===== src/rtl/act_row_sequencer_if.sv =====
// Command/status bundle between the layer controller, activation buffer and PE
// and the activation-row sequencer.
interface act_row_sequencer_if #(
    parameter int ROW_W = 8,
    parameter int CNT_W = 5
);
    logic             layer_start;
    logic             mode;
    logic [ROW_W-1:0] cfg_num_rows;
    logic [CNT_W-1:0] row_val_num;
    logic             pe_ready;

    logic             act_start;
    logic             act_en;
    logic             act_row_cal_done;
    logic             act_row_index_count_3;
    logic             act_zero_flag;
    logic             act_state_nz;
    logic             pe_valid;
    logic [ROW_W-1:0] row_idx;
    logic             busy;
    logic             layer_done;

    modport master (
        output layer_start, mode, cfg_num_rows, row_val_num, pe_ready,
        input  act_start, act_en, act_row_cal_done, act_row_index_count_3, act_zero_flag,
               act_state_nz, pe_valid, row_idx, busy, layer_done
    );

    modport slave (
        input  layer_start, mode, cfg_num_rows, row_val_num, pe_ready,
        output act_start, act_en, act_row_cal_done, act_row_index_count_3, act_zero_flag,
               act_state_nz, pe_valid, row_idx, busy, layer_done
    );
endinterface


===== src/rtl/act_row_sequencer.sv =====
// Row-level controller for the activation buffer: serial streaming (mode 0) or
// paced parallel rows with grouped index pulses (mode 1). All outputs are flops.
module act_row_sequencer #(
    parameter int ROW_W     = 8,
    parameter int CNT_W     = 5,
    parameter int FLAG_LAT  = 2,
    parameter int ROW_CYC   = 1,
    parameter int ROW_GROUP = 3
) (
    input  logic                 clk,
    input  logic                 reset,
    act_row_sequencer_if.slave   bus
);
    localparam int LAT_W = (FLAG_LAT > 1) ? $clog2(FLAG_LAT) : 1;
    localparam int PAR_W = (ROW_CYC > 1) ? $clog2(ROW_CYC) : 1;
    localparam int GRP_W = (ROW_GROUP > 1) ? $clog2(ROW_GROUP) : 1;
    localparam logic [LAT_W-1:0] LAT_LAST = LAT_W'(FLAG_LAT - 1);
    localparam logic [PAR_W-1:0] PAR_LAST = PAR_W'(ROW_CYC - 1);
    localparam logic [GRP_W-1:0] GRP_LAST = GRP_W'(ROW_GROUP - 1);
    localparam logic [CNT_W-1:0] CNT_MAX  = CNT_W'(16);

    typedef enum logic [2:0] {
        S_IDLE, S_PREP, S_WAIT, S_STREAM, S_PAR, S_ROWEND, S_DONE
    } state_t;

    state_t           state_q, state_d;
    logic             mode_q, mode_d;
    logic [ROW_W-1:0] rows_q, rows_d;
    logic [ROW_W-1:0] row_idx_q, row_idx_d;
    logic [GRP_W-1:0] grp_q, grp_d;
    logic [LAT_W-1:0] lat_q, lat_d;
    logic [PAR_W-1:0] par_q, par_d;
    logic [CNT_W-1:0] cnt_q, cnt_d;
    logic             zero_q, zero_d;
    logic             start_q, start_d, en_q, en_d, cal_q, cal_d, c3_q, c3_d;
    logic             nz_q, nz_d, pv_q, pv_d, busy_q, busy_d, done_q, done_d;
    logic [CNT_W-1:0] val_clamped;
    logic             last_q, last_d;

    assign val_clamped = (bus.row_val_num > CNT_MAX) ? CNT_MAX : bus.row_val_num;
    assign last_q      = (row_idx_q == rows_q - ROW_W'(1));
    assign last_d      = (row_idx_d == rows_d - ROW_W'(1));

    always_comb begin
        state_d   = state_q;
        mode_d    = mode_q;
        rows_d    = rows_q;
        row_idx_d = row_idx_q;
        grp_d     = grp_q;
        lat_d     = lat_q;
        par_d     = par_q;
        cnt_d     = cnt_q;
        zero_d    = zero_q;
        unique case (state_q)
            S_IDLE: if (bus.layer_start) begin
                mode_d = bus.mode;
                rows_d = bus.cfg_num_rows;
                if (bus.cfg_num_rows == '0) begin
                    state_d = S_DONE;
                end else begin
                    row_idx_d = '0;
                    grp_d     = '0;
                    lat_d     = '0;
                    state_d   = S_PREP;
                end
            end
            S_PREP: state_d = S_WAIT;
            S_WAIT: if (lat_q == LAT_LAST) begin
                cnt_d = val_clamped;
                par_d = '0;
                if (mode_q) begin
                    state_d = S_PAR;
                end else if (val_clamped == '0) begin
                    zero_d  = 1'b1;
                    state_d = S_ROWEND;
                end else begin
                    state_d = S_STREAM;
                end
            end else begin
                lat_d = lat_q + LAT_W'(1);
            end
            // cnt_q is >=1 on entry, so a decrement here can never wrap
            S_STREAM: if (bus.pe_ready) begin
                cnt_d = cnt_q - CNT_W'(1);
                if (cnt_q == CNT_W'(1)) state_d = S_ROWEND;
            end
            S_PAR: if (par_q == PAR_LAST) state_d = S_ROWEND;
                   else par_d = par_q + PAR_W'(1);
            S_ROWEND: begin
                zero_d = 1'b0;
                if (last_q) begin
                    state_d = S_DONE;
                end else begin
                    row_idx_d = row_idx_q + ROW_W'(1);
                    grp_d     = (grp_q == GRP_LAST) ? '0 : grp_q + GRP_W'(1);
                    lat_d     = '0;
                    state_d   = S_WAIT;
                end
            end
            S_DONE:  state_d = S_IDLE;
            default: state_d = S_IDLE;
        endcase
    end

    // Output flops are loaded from the next state so each pulse lines up with its state.
    always_comb begin
        start_d = (state_d == S_PREP);
        en_d    = (state_d == S_ROWEND) && mode_d && !last_d;
        cal_d   = (state_d == S_ROWEND) && !mode_d;
        c3_d    = (state_d == S_PAR) && (par_d == PAR_LAST) && ((grp_d == GRP_LAST) || last_d);
        nz_d    = (state_d == S_STREAM) || (state_d == S_PAR);
        pv_d    = (state_d == S_STREAM);
        busy_d  = (state_d != S_IDLE);
        done_d  = (state_d == S_DONE);
    end

    always_ff @(posedge clk or negedge reset) begin
        if (!reset) begin
            state_q   <= S_IDLE;
            mode_q    <= 1'b0;
            rows_q    <= '0;
            row_idx_q <= '0;
            grp_q     <= '0;
            lat_q     <= '0;
            par_q     <= '0;
            cnt_q     <= '0;
            zero_q    <= 1'b0;
            start_q   <= 1'b0;
            en_q      <= 1'b0;
            cal_q     <= 1'b0;
            c3_q      <= 1'b0;
            nz_q      <= 1'b0;
            pv_q      <= 1'b0;
            busy_q    <= 1'b0;
            done_q    <= 1'b0;
        end else begin
            state_q   <= state_d;
            mode_q    <= mode_d;
            rows_q    <= rows_d;
            row_idx_q <= row_idx_d;
            grp_q     <= grp_d;
            lat_q     <= lat_d;
            par_q     <= par_d;
            cnt_q     <= cnt_d;
            zero_q    <= zero_d;
            start_q   <= start_d;
            en_q      <= en_d;
            cal_q     <= cal_d;
            c3_q      <= c3_d;
            nz_q      <= nz_d;
            pv_q      <= pv_d;
            busy_q    <= busy_d;
            done_q    <= done_d;
        end
    end

    assign bus.act_start             = start_q;
    assign bus.act_en                = en_q;
    assign bus.act_row_cal_done      = cal_q;
    assign bus.act_row_index_count_3 = c3_q;
    assign bus.act_zero_flag         = zero_q;
    assign bus.act_state_nz          = nz_q;
    assign bus.pe_valid              = pv_q;
    assign bus.row_idx               = row_idx_q;
    assign bus.busy                  = busy_q;
    assign bus.layer_done            = done_q;
endmodule

===== src/flat_wrapper.sv =====
// flat-port wrapper written by rule: the top's interface ports become plain ports
module act_row_sequencer_flat 
#(
    parameter int ROW_W     = 8,
    parameter int CNT_W     = 5,
    parameter int FLAG_LAT  = 2,
    parameter int ROW_CYC   = 1,
    parameter int ROW_GROUP = 3
)
  (clk, reset, bus_layer_start, bus_mode, bus_cfg_num_rows, bus_row_val_num, bus_pe_ready, bus_act_start, bus_act_en, bus_act_row_cal_done, bus_act_row_index_count_3, bus_act_zero_flag, bus_act_state_nz, bus_pe_valid, bus_row_idx, bus_busy, bus_layer_done);
  act_row_sequencer_if #(.ROW_W(ROW_W), .CNT_W(CNT_W)) bus_i ();
  input  logic clk;
  input  logic reset;
  input wire logic [$bits(bus_i.layer_start)-1:0] bus_layer_start;
  input wire logic [$bits(bus_i.mode)-1:0] bus_mode;
  input wire logic [$bits(bus_i.cfg_num_rows)-1:0] bus_cfg_num_rows;
  input wire logic [$bits(bus_i.row_val_num)-1:0] bus_row_val_num;
  input wire logic [$bits(bus_i.pe_ready)-1:0] bus_pe_ready;
  output wire logic [$bits(bus_i.act_start)-1:0] bus_act_start;
  output wire logic [$bits(bus_i.act_en)-1:0] bus_act_en;
  output wire logic [$bits(bus_i.act_row_cal_done)-1:0] bus_act_row_cal_done;
  output wire logic [$bits(bus_i.act_row_index_count_3)-1:0] bus_act_row_index_count_3;
  output wire logic [$bits(bus_i.act_zero_flag)-1:0] bus_act_zero_flag;
  output wire logic [$bits(bus_i.act_state_nz)-1:0] bus_act_state_nz;
  output wire logic [$bits(bus_i.pe_valid)-1:0] bus_pe_valid;
  output wire logic [$bits(bus_i.row_idx)-1:0] bus_row_idx;
  output wire logic [$bits(bus_i.busy)-1:0] bus_busy;
  output wire logic [$bits(bus_i.layer_done)-1:0] bus_layer_done;
  assign bus_i.layer_start = bus_layer_start;
  assign bus_i.mode = bus_mode;
  assign bus_i.cfg_num_rows = bus_cfg_num_rows;
  assign bus_i.row_val_num = bus_row_val_num;
  assign bus_i.pe_ready = bus_pe_ready;
  assign bus_act_start = bus_i.act_start;
  assign bus_act_en = bus_i.act_en;
  assign bus_act_row_cal_done = bus_i.act_row_cal_done;
  assign bus_act_row_index_count_3 = bus_i.act_row_index_count_3;
  assign bus_act_zero_flag = bus_i.act_zero_flag;
  assign bus_act_state_nz = bus_i.act_state_nz;
  assign bus_pe_valid = bus_i.pe_valid;
  assign bus_row_idx = bus_i.row_idx;
  assign bus_busy = bus_i.busy;
  assign bus_layer_done = bus_i.layer_done;
  act_row_sequencer #(.ROW_W(ROW_W), .CNT_W(CNT_W), .FLAG_LAT(FLAG_LAT), .ROW_CYC(ROW_CYC), .ROW_GROUP(ROW_GROUP)) u_core (.clk(clk), .reset(reset), .bus(bus_i));
endmodule

===== config.mk =====
export PLATFORM = sky130hd
export DESIGN_NAME = act_row_sequencer_flat
export DESIGN_NICKNAME = d
export VERILOG_FILES = /design/src/rtl/act_row_sequencer_if.sv /design/src/rtl/act_row_sequencer.sv /design/src/flat_wrapper.sv
export SDC_FILE = /design/constraint.sdc
export NUM_CORES = 1
export LEC_CHECK = 0
export CAP_MARGIN = 15
export CORE_ASPECT_RATIO = 0.7
export CORE_MARGIN = 3
export CORE_UTILIZATION = 40
export DETAILED_ROUTE_END_ITERATION = 12
export GPL_TIMING_DRIVEN = 0
export PLACE_DENSITY = 0.67
export SETUP_SLACK_MARGIN = 0.4
export SYNTH_ARGS = -nofsm -noshare
export SYNTH_HDL_FRONTEND = slang
export SYNTH_SLANG_ARGS = --single-unit

===== constraint.sdc =====
create_clock -name clk -period 9.36 [get_ports clk]
set_input_delay 1.404 -clock clk [delete_from_list [all_inputs] [get_ports clk]]
set_output_delay 1.404 -clock clk [all_outputs]
set_load 0.005 [all_outputs]

Word-level counts from Yosys, hierarchy flattened
Index checks and enable logic that the tools add are counted.
- register bits: 38
- bits of input ports: 18
- word-level logic and storage cells: 106
- add/subtract/negate cells: 7
- $lt $le $gt $ge: 1
- equality and inequality tests: 22
- multiplexer cells: 39
- bitwise operators: 1
- reductions and logical operators: 19
- operators with widths (operator ; count):
    $mux W8 ; 5
    $mux W3 ; 9
    $pmux W3 S6 ; 1
    $eq A8 B8 Y1 ; 2
    $pmux W8 S2 ; 1
    $sub A8 B1 Y8 const B ; 2
    $eq A3 B3 Y1 const B ; 5
    $mux W5 ; 3
    $mux W1 ; 11
    $ne A2 B2 Y1 const B ; 5
    $pmux W5 S2 ; 1
    $eq A3 B2 Y1 const B ; 3
    $add A8 B1 Y8 const B ; 1
    $logic_not A8 Y1 ; 1
    $mux W2 ; 4
    $reduce_and A4 Y1 ; 2
    $eq A3 B1 Y1 const B ; 2
    $reduce_bool A3 Y1 ; 2
    $eq A5 B1 Y1 const B ; 1
    $gt A5 B5 Y1 const B ; 1
    $logic_and A1 B1 Y1 ; 5
    $logic_not A5 Y1 ; 1
    $sub A5 B1 Y5 const B ; 1
    $eq A2 B2 Y1 const B ; 2
    12 further kinds ; 18

Logic depth before layout (Yosys ltp)
- depth after elaboration: 10
- depth in mapped cells: 14
- depth with buffers taken out: 11

Worst setup path before layout
No wires, ideal clock.
- path kind: input to register
- start: input port bus_layer_start
- end: register u_core.en_q (netlist: u_core.bus.act_en)
- data arrival time: 4.197 ns
- required time: 9.240 ns
- path slack: 5.043 ns
- stages: 12
- buffers on the path: 2
- cells stage by stage: nor4b_1 -> buf_2 -> buf_1 -> a21oi_1 -> ha_1 -> xnor2_1 -> mux2i_1 -> nand4_1 -> nor4b_2 -> nand4_1 -> or4_1 -> and3b_1
- longest elaborated chain between the ends: 6
- elaborated cells on any way between the ends: 14
- those cells by class: 1 x add/sub; 2 x eq/ne; 8 x mux; 3 x reduce/logical
- ends and longest elaborated chain (item ; line ; source):
    start, declared ; flat_wrapper.sv:14 ; input wire logic [$bits(bus_i.layer_start)-1:0] bus_layer_start;
    $mux W8 ; act_row_sequencer.sv:55 ; S_IDLE: if (bus.layer_start) begin
    $mux W8 ; act_row_sequencer.sv:54 ; unique case (state_q)
    $sub A8 B1 Y8 ; act_row_sequencer.sv:42 ; assign last_d = (row_idx_d == rows_d - ROW_W'(1));
    $eq A8 B8 Y1 ; act_row_sequencer.sv:42 ;
    $logic_not A1 Y1 ; act_row_sequencer.sv:108 ; en_d = (state_d == S_ROWEND) && mode_d && !last_d;
    $logic_and A1 B1 Y1 (*) ; act_row_sequencer.sv:108 ;
    via u_core.en_d ; act_row_sequencer.sv:35 ; logic start_q, start_d, en_q, en_d, cal_q, cal_d, c3_q, c3_d;
    end signal, assigned ; act_row_sequencer.sv:147 ; en_q <= en_d;
    end, declared ; act_row_sequencer.sv:35 ;
Mark *: on every way through the listed nets, which the timed path passes. The rest lies on a longest branch.
A chain may end at the register's enable or synchronous reset.

Worst setup path after layout
Same ends and word-level chain as after synthesis.

==> out/results.tsv <==
metric	value	unit
total_power	0.966	mW
synth_ff_type	dfrtp_1	
drc	0	
drt-total-wl	7090	µm
synth_top_cell_area_share	36.2	%
cts.sinks	38	
die_w	103	µm
outcome	finished clean	
synth-xor-area-share	6.62	%
yosysUniqueCellTypes	56	
relSlewSlack	42.7	%
cts_setup_buffers	0	
path_max_fanout	10	
p_per_area	303	nW/µm²
htreeDepth	2	
first_pass_iters	5	
dp_hpwl	5380	µm
cts-root-buf	clkbuf_8	
num_rows	24	
dieArea	7590	µm²
grtUsageMet3	5.31	%
yosysWarnings	0	
grt_usage	19.5	%
yosys.area_share.simple	27.2	%
finalSetupTns	0	ns
antenna_found_initial	0	
min_path_type	flip-flop to flip-flop	
slew_viol_final	0	
cts_tree	yes	
skew	0.00289	ns
initial_core_util	41.7	%
syn_inst	304	
fin_ws	4.01	ns
cts_hold_buf	0	
cp_common_cell	nand4_1	
grt-ovfl-total	0	
io_buffers	34	
clock_path_buffers	2	
ys_seq_area_share	36.2	%
seqPwrFrac	27.7	%
synth_compound_area_share	18.3	%
end_kind	flip-flop	
grt_use_met2	26.8	%
post_drt_wl_per_cell	16.7	µm
area_delta_synth_final	21.6	%
clkTransAtPathRegs	0.08	ns
muxShareOfSynthArea	4.33	%
async_flop_share	100	%
hold_violations	0	
slowest_stage	or4_1	
num_io_pins	35	
worst_pin_slew	0.852	ns
core_area	6310	µm²
antenna_cells	0	
nets	369	
drive_gt1_share	8.07	%
critPathLaunchType	input port	
pre_cts_slack	3.78	ns
yosysTopAreaCell	dfrtp_1	
gp_congestion	0.869	
switchingPower	0.445	mW
maxCapViolCount	0	
max-vdd-ir-drop	0.110	mV
leakagePower	1.32	nW
setup_viol	0	
drtIter0Drc	300	
synth.net_count	327	
use_met1	30.5	%
synth.area.top_cells	dfrtp_1 36%, nor2_1 4.3%, nand2_1 3.1%	
synth_edf_count	0	
grt_pass1_vias	2300	
post-route-min-period	5.35	ns
rsz0062_at_grt	false	
p_int	0.521	mW
cpPeakStageDelay	0.60	ns
p_sw_share	46.1	%
cts.repair.resized	0	
synth_area_per_cell	8.64	µm²
num_vias	2472	
busiest_layer	met1	
synth_top_family_by_area	simple AND/OR/NAND/NOR gates	
fin_crit_sh	57.1	%
worstSkewPairLatency	0.30	ns
max_freq	187	MHz
crit_arrival	5.54	ns
ys_seq_elements	38	
synth-adder-area-share	2.38	%
grt_max_degree	25	
numCtsBuffers	5	
crit_chain	clkdlybuf4s50_1 > nor4b_1 > buf_2 > buf_1 > a21oi_1 > ha_1 > xnor2_1 > mux2i_1 > nand4_1 > nor4b_2 > nand4_1 > or4_1 > and3b_1	
path_class	input port to flip-flop	
power_frac_comb	57.4	%
antenna_left	0	
pwr-share-clk	14.9	%
dieHeight	73.8	µm
synth_area	2630	µm²
grt_pass1_wl	11400	µm
via_per_inst	5.82	
crit_required	9.56	ns
cells in the final DEF (no fill, tap or decap), drive strengths merged, types with 4 or more instances in the layout:
cell type      count
a21oi             15
a31oi              9
and2               4
and3               6
buf                7
clkbuf            13
clkdlybuf4s50     33
dfrtp             38
ha                 5
inv               20
mux2i              8
nand2             22
nand3             16
nand4              6
nor2              30
nor3              10
nor4               4
o211ai             5
o21ai             13
o31ai              4
or4               10
xnor2              9
xor2              10
registers in the layout (all words and copies together), names as in the netlist, 2 cells and up:
| name | count |
|---|---|
| u_core.cnt_q | 5 |
| u_core.bus.row_idx | 8 |
| u_core.rows_q | 8 |
| u_core.grp_q | 2 |
| u_core.state_q | 3 |
layer usage:
layer | part of all wire (%) | vias up
li1 | - | 1203
met1 | 51 | 1170
met2 | 41 | 95
met3 | 7.2 | 4
met4 | 0.54 | 0
met5 | 0 | -
power groups by stage:
stage | combinational, mW | sequential, mW | clock [mW]
floorplan | 0.397 | 0.258 | 0
global placement | 0.530 | 0.269 | 0
detailed placement | 0.540 | 0.269 | 0
CTS | 0.545 | 0.267 | 0.147
global route | 0.616 | 0.275 | 0.153
finish | 0.555 | 0.268 | 0.144
layout make-up:
cell class              count  area [µm²]
flip-flops and latches     38         951
clock inverters             3        45.0
well taps                  78        97.6
clock buffers               5        68.8
inverters                  20        75.1
repair buffers             35         355
multi-input cells         233        1550
plain buffers              13        56.3
fillers                   612        3110
cell families (layout without fill, tap and decap cells):
group,after synthesis,in the layout
fa+ha+maj,5,5
mux,11,11
simple gates,128,128
buf+inv,33,76
flops,38,38
xor+xnor,19,19
compound gates,70,70
cell usage after synthesis (4+ instances only):
master / number
nand3_1: 15
and2_1: 4
a21oi_1: 15
mux2i_1: 8
nor3_1: 9
xor2_1: 9
nand2_1: 22
dfrtp_1: 38
xnor2_1: 9
nand4_1: 6
clkbuf_1: 8
or4_1: 9
nor2_1: 30
o21ai_0: 13
o211ai_1: 5
ha_1: 5
inv_1: 19
a31oi_1: 9
and3_1: 6
worst max-delay path: cells and delay by family:
family                     cells  cell delay, ns
AOI/OAI and AO/OA              1            0.26
buffers and inverters          3            1.28
xor gates and xnor gates       1            0.43
adders and majority gates      1            0.31
muxes                          1            0.24
and+or+nand+nor                6            1.59
final timing paths:
kind	from	to	slack [ns]	cells past startpoint
setup / recovery	bus_layer_start	u_core.bus.act_en	4.01	13
hold / removal	u_core.grp_q[0]	u_core.grp_q[0]	0.51	1
setup reg to reg	u_core.state_q[1]	u_core.bus.act_en	4.97	13
hold reg to reg	u_core.grp_q[0]	u_core.grp_q[0]	0.51	1
max in group asynchronous	reset	u_core.bus.act_start	7.89	2
min in group asynchronous	reset	u_core.rows_q[3]	1.01	1
per-stage QoR:
step	cell area, µm²	hold WS [ns]	utilization, %	instances
after floorplan	2630	0.449	-	304
after global placement	3070	0.461	48.6	416
after detailed placement	3080	0.493	48.8	417
after CTS	3190	0.506	50.7	425
after global routing	3190	0.550	50.7	425
final	3190	0.506	50.7	425
Power figures use the tool's default switching activity.
